[config.mk]
export PLATFORM = sky130hd
export DESIGN_NAME = game_score_ctrl
export DESIGN_NICKNAME = d
export VERILOG_FILES = /design/src/rtl/game_score_ctrl.sv
export SDC_FILE = /design/constraint.sdc
export NUM_CORES = 1
export LEC_CHECK = 0
export ABC_AREA = 1
export BUFFER_PORTS_ARGS = -buffer_cell sky130_fd_sc_hd__buf_2
export CAP_MARGIN = 20
export CORE_MARGIN = 3
export CORE_UTILIZATION = 29
export DETAILED_ROUTE_END_ITERATION = 6
export SETUP_SLACK_MARGIN = 0.05
export SLEW_MARGIN = 20
export SYNTH_ARGS = -nofsm -noshare
export SYNTH_HDL_FRONTEND = slang
export SYNTH_SLANG_ARGS = --single-unit
[constraint.sdc]
create_clock -name clk -period 1.4 [get_ports clk]
set_input_delay 0.21 -clock clk [delete_from_list [all_inputs] [get_ports clk]]
set_output_delay 0.21 -clock clk [all_outputs]
set_load 0.01 [all_outputs]
[src/rtl/game_score_ctrl.sv]
// Game sequencing FSM and scoreboard feeding the VGA pixel generator: blank -> countdown -> play -> finish.
// Define GAME_SCORE_CTRL_SERVE_CD_EN to run a fresh countdown before every serve after a non-winning point.
module game_score_ctrl #(
    parameter int TICK_DIV  = 100_000_000,
    parameter int CNT_START = 3,
    parameter int WIN_SCORE = 5
) (
    input  logic       clk,
    input  logic       rst_n,
    input  logic       start,
    input  logic       abort,
    input  logic       point0,
    input  logic       point1,
    output logic [2:0] state,
    output logic [3:0] score0,
    output logic [3:0] score1,
    output logic [3:0] cnt0
);

    localparam int              PW        = (TICK_DIV > 1) ? $clog2(TICK_DIV) : 1;
    localparam logic [PW-1:0]   TICK_LAST = PW'(TICK_DIV - 1);
    localparam logic [3:0]      CNT_INIT  = 4'(CNT_START);
    localparam logic [3:0]      WIN       = 4'(WIN_SCORE);
    localparam logic [3:0]      SCORE_MAX = 4'd9;

    typedef enum logic [2:0] {
        ST_RST    = 3'd0,
        ST_B_RST  = 3'd1,
        ST_B_PLAY = 3'd2,
        ST_PLAY   = 3'd3,
        ST_FINISH = 3'd4
    } state_t;

    state_t          state_q, state_d;
    logic [3:0]      score0_d, score1_d, cnt0_d;
    logic [PW-1:0]   presc_q, presc_d;
    logic            tick;
    logic [3:0]      inc0, inc1;

    assign state = state_q;
    assign tick  = (state_q == ST_B_PLAY) && (presc_q == TICK_LAST);
    assign inc0  = (score0 == SCORE_MAX) ? SCORE_MAX : score0 + 4'd1;
    assign inc1  = (score1 == SCORE_MAX) ? SCORE_MAX : score1 + 4'd1;

    always_ff @(posedge clk or negedge rst_n) begin
        if (!rst_n) begin
            state_q <= ST_RST;
            score0  <= 4'd0;
            score1  <= 4'd0;
            cnt0    <= 4'd0;
            presc_q <= '0;
        end else begin
            state_q <= state_d;
            score0  <= score0_d;
            score1  <= score1_d;
            cnt0    <= cnt0_d;
            presc_q <= presc_d;
        end
    end

    // Prescaler only runs while staying in B_PLAY, so every entry restarts a full second.
    always_comb begin
        state_d  = state_q;
        score0_d = score0;
        score1_d = score1;
        cnt0_d   = cnt0;
        presc_d  = '0;
        case (state_q)
            ST_RST: begin
                state_d  = ST_B_RST;
                score0_d = 4'd0;
                score1_d = 4'd0;
                cnt0_d   = 4'd0;
            end
            ST_B_RST: begin
                if (start) begin
                    state_d = ST_B_PLAY;
                    cnt0_d  = CNT_INIT;
                end
            end
            ST_B_PLAY: begin
                presc_d = tick ? '0 : presc_q + 1'b1;
                if (tick) begin
                    if (cnt0 != 4'd0) cnt0_d = cnt0 - 4'd1;
                    else              state_d = ST_PLAY;
                end
            end
            ST_PLAY: begin
                if (point0 || point1) begin
                    if (point0) score0_d = inc0;
                    else        score1_d = inc1;
                    if ((point0 && inc0 == WIN) || (!point0 && inc1 == WIN)) begin
                        state_d = ST_FINISH;
                    end else begin
`ifdef GAME_SCORE_CTRL_SERVE_CD_EN
                        state_d = ST_B_PLAY;
                        cnt0_d  = CNT_INIT;
`else
                        state_d = ST_PLAY;
`endif
                    end
                end
            end
            ST_FINISH: begin
                if (start) begin
                    state_d  = ST_RST;
                    score0_d = 4'd0;
                    score1_d = 4'd0;
                    cnt0_d   = 4'd0;
                end
            end
            default: begin
                state_d  = ST_RST;
                score0_d = 4'd0;
                score1_d = 4'd0;
                cnt0_d   = 4'd0;
            end
        endcase
        // Abort overrides whatever the current state decided.
        if (abort) begin
            state_d  = ST_RST;
            score0_d = 4'd0;
            score1_d = 4'd0;
            cnt0_d   = 4'd0;
            presc_d  = '0;
        end
    end

endmodule

==> results.md <==
* Fin cells at 539
* WP data required at ~1600 ps
* Status: complete, but fails checks
* Vias/cell at 4.71
* Setup WS post-layout at -157 ps
* Initial DRT Pass Iterations at 4
* Synth Register Bits at 42
* Met1 wire length at 3030 um
* Buffers on Ports at 20
* Area Growth Syn to Fin at 33.9%
* Share of cells above drive strength 1 at 32.5%
* Unrepaired setup endpoints after global routing: yes
* Final Cycle Share at 111%
* Crit path largest cell delay at 380 ps
* Final setup violation count at 33
* Max-cap violations at 0
* Overflow after GRT at 0
* Crit. Startpoint: presc_q[0]
* CP max stage cell: dfrtp_1
* Max Freq at 0.642 GHz
* Die Area at 0.0102 mm^2
* Worst hold slack at about 300 ps
* Nets at 442
* Cells after DPL at 520
* Final GP Congestion at 0.834
* TritonCTS Buffers at 5
* Wirelength, routed at 6520 um
* Clk sinks at 42
* Clock Skew at 7.99 ps
* Actual slew at the worst max-slew pin at 488 ps
* Slew margin rel. at 67.4%
* Fill count at 851
* Drt first-iter violations at 79
* Prevailing post-synth register cell: dfrtp_1
* Routed vias at ~2500
* Initial core utilization at 30.8%
* VDD IR max at 0.778 mV
* Seq. cell area at 0.00105 mm^2
* Ant. Diodes at 0
* Worst Hold Class: in -> reg
* Clock-pin slew on the worst setup and hold paths at 90 ps
* Clk Latency, worst-skew pair at 300 ps
* Top routing layer used: met4
* Most used cell along the critical path: nand2_2
* R2R Path Start: presc_q[0]
* Violated checks: negative setup slack
* Hold violation total from the final report at 0
* Delay-heaviest family, CP: simple AND/OR/NAND/NOR gates
* Maximum number of pins on one net before global-route repair at 20
* # DRC at 0
* Metal3 WL at 188 um
* EDFF count, synth at 0
* Tot GR Track Use at 12.9%
* First-pass GRT wire length at between 10000 and 15000 um
* Post-Syn Area at 0.00261 mm^2
* Root buffer cell: clkbuf_8
* Hold path startpoint: point0
* Post-DRT Antenna Nets at 0
* Ys Warns at 0
* Wire length on met2 at 3250 um
* Unique masters post-synth at 35
* Pwr Total at 0.00361 W
* Row cnt at 33
* Die extent in x at a little over 100 um
* Crit path launch type: flop
* Fin crit period at about 1600 ps
* Io pins at 21
* Final-report max-slew violation count at 0
* Cell count after synthesis at 357
* Static Leak at 1.63 nW
* Post-Syn Area per Cell at about 7.3 um^2
* CTS tree: yes
* Buf+Inv Stages, Crit Path at 0
* Initial antenna violation count at 0
* Htree depth at 2
* Critical path, cell by cell: ha_2 -> nand2_2 -> nor2_4 -> nand2_2 -> nor2_2 -> nand2_2 -> nand2_4 -> nand3_4 -> nand2_1 -> nand2_1
* Peak fanout along the critical path at 5
* Vias in the first global route at 2403
* CP Capture Type: flop
* DP HPWL at 4820 um
* Critical Path AT at 1750 ps
* Register area share after synthesis at 40.3%
* Die Height at around 100 um
* Routed len/inst at 12.1 um
* Max Buffers Root-to-Sink at 2
* Syn nets at around 370
* Pwr Density at approximately 1000 mW/mm^2
* Synth async-reset ratio at 100%
* Setup Crit Path Kind: reg -> reg
* Core ar. at 0.00846 mm^2
* Final Util at between 40% and 50%
* Multi-input logic area at between 0.0015 and 0.002 mm^2
## flip-flops by register name (all words and copies together) (netlist names)
signal	cells
presc_q	27
cnt0	4
score0	4
score1	4
state	3
## cells in the mapped netlist, types with 2 or more instances
cell | instances | area share, %
o21bai_1 | 2 | 0.58
a21oi_1 | 10 | 1.9
nand3b_1 | 2 | 0.58
o21ai_0 | 11 | 2.1
dfrtp_1 | 42 | 40
nand2_2 | 6 | 1.4
nor3_1 | 13 | 2.5
ha_1 | 3 | 1.4
nand2_1 | 76 | 11
inv_2 | 8 | 1.2
nor2_2 | 12 | 2.9
nand3_1 | 23 | 4.4
xor2_1 | 9 | 3.0
nor2_1 | 59 | 8.5
nand4_1 | 12 | 2.9
nor2_4 | 4 | 1.7
nand3_2 | 6 | 2.3
nor3b_1 | 2 | 0.58
inv_1 | 41 | 5.9
## power breakdown
group          leakage [nW]  internal [W]  total, W  switching, W
Combinational          1.00      0.000554   0.00135      0.000797
Clock                0.0495      0.000371  0.000855      0.000484
Sequential            0.580       0.00130   0.00140      0.000104
Total                  1.63       0.00222   0.00361       0.00138
## final timing paths
check / depth (start not counted) / end / slack, ps
worst max-delay path: 10 / cnt0[1] / -160
worst min-delay path: 4 / score1[3] / 300
worst max register to register: 10 / cnt0[1] / -160
worst min register to register: 2 / cnt0[1] / 520
max in group asynchronous: 3 / state[1] / 450
min in group asynchronous: 2 / presc_q[3] / 380
## placed cells by master, fill, tap and decap left out, drive strengths merged
cell type	instances
nand2	84
nor2	75
buf	70
inv	53
dfrtp	42
nand3	29
nor3	14
nand4	13
o21ai	12
a21oi	10
xor2	9
clkbuf	5
ha	3
nand3b	2
nor3b	2
o21bai	2
a31oi	1
and2	1
and3	1
xnor2	1
nor4	1
o21a	1
o22ai	1
o31ai	1
dlygate4sd3	1
## cell families after synthesis
family	synth area share (%)
buffers and inverters	8.26
and+or+nand+nor	40.8
AOI/OAI and AO/OA	5.86
xor gates and xnor gates	3.36
DFF	40.3
adders and majority gates	1.44
## metal layers
layer	vias up	global-route usage, %
li1	1290	-
met3	8	2.28
met2	36	21.4
met4	0	3.83
met5	-	0
met1	1204	17.0
## timing repair
item,in CTS,in global routing
pin swaps,2,11
hold buffers,1,0
gates cloned,1,0
gates resized for setup,13,34
setup buffers,3,6
endpoints found under the setup margin,40,42
endpoints found under the hold margin,17,0
## stage by stage
| stage | setup TNS [ps] | setup WS [ps] | area, um^2 |
|---|---|---|---|
| after floorplan | -286 | -23.2 | 2620 |
| after global placement | -2850 | -124 | 3140 |
| after detailed placement | -4000 | -151 | 3140 |
| after CTS | -4750 | -167 | 3320 |
| after global routing | -7980 | -284 | 3490 |
| final | -3820 | -157 | 3490 |
## worst min-delay path, stage by stage
cell and delay [ps]:
buf_2 160, nor2_4 80, nand3_1 70, o21ai_1 50
## layout make-up
| cell class | count | area share (%) |
|---|---|---|
| multi-input cells | 263 | 43.5 |
| flip-flops and latches | 42 | 30.2 |
| repair buffers | 71 | 14.2 |
| inverters | 50 | 5.59 |
| well taps | 105 | 3.76 |
| clock buffers | 5 | 1.97 |
| clock inverters | 3 | 0.753 |
Power figures use the tool's default switching activity.
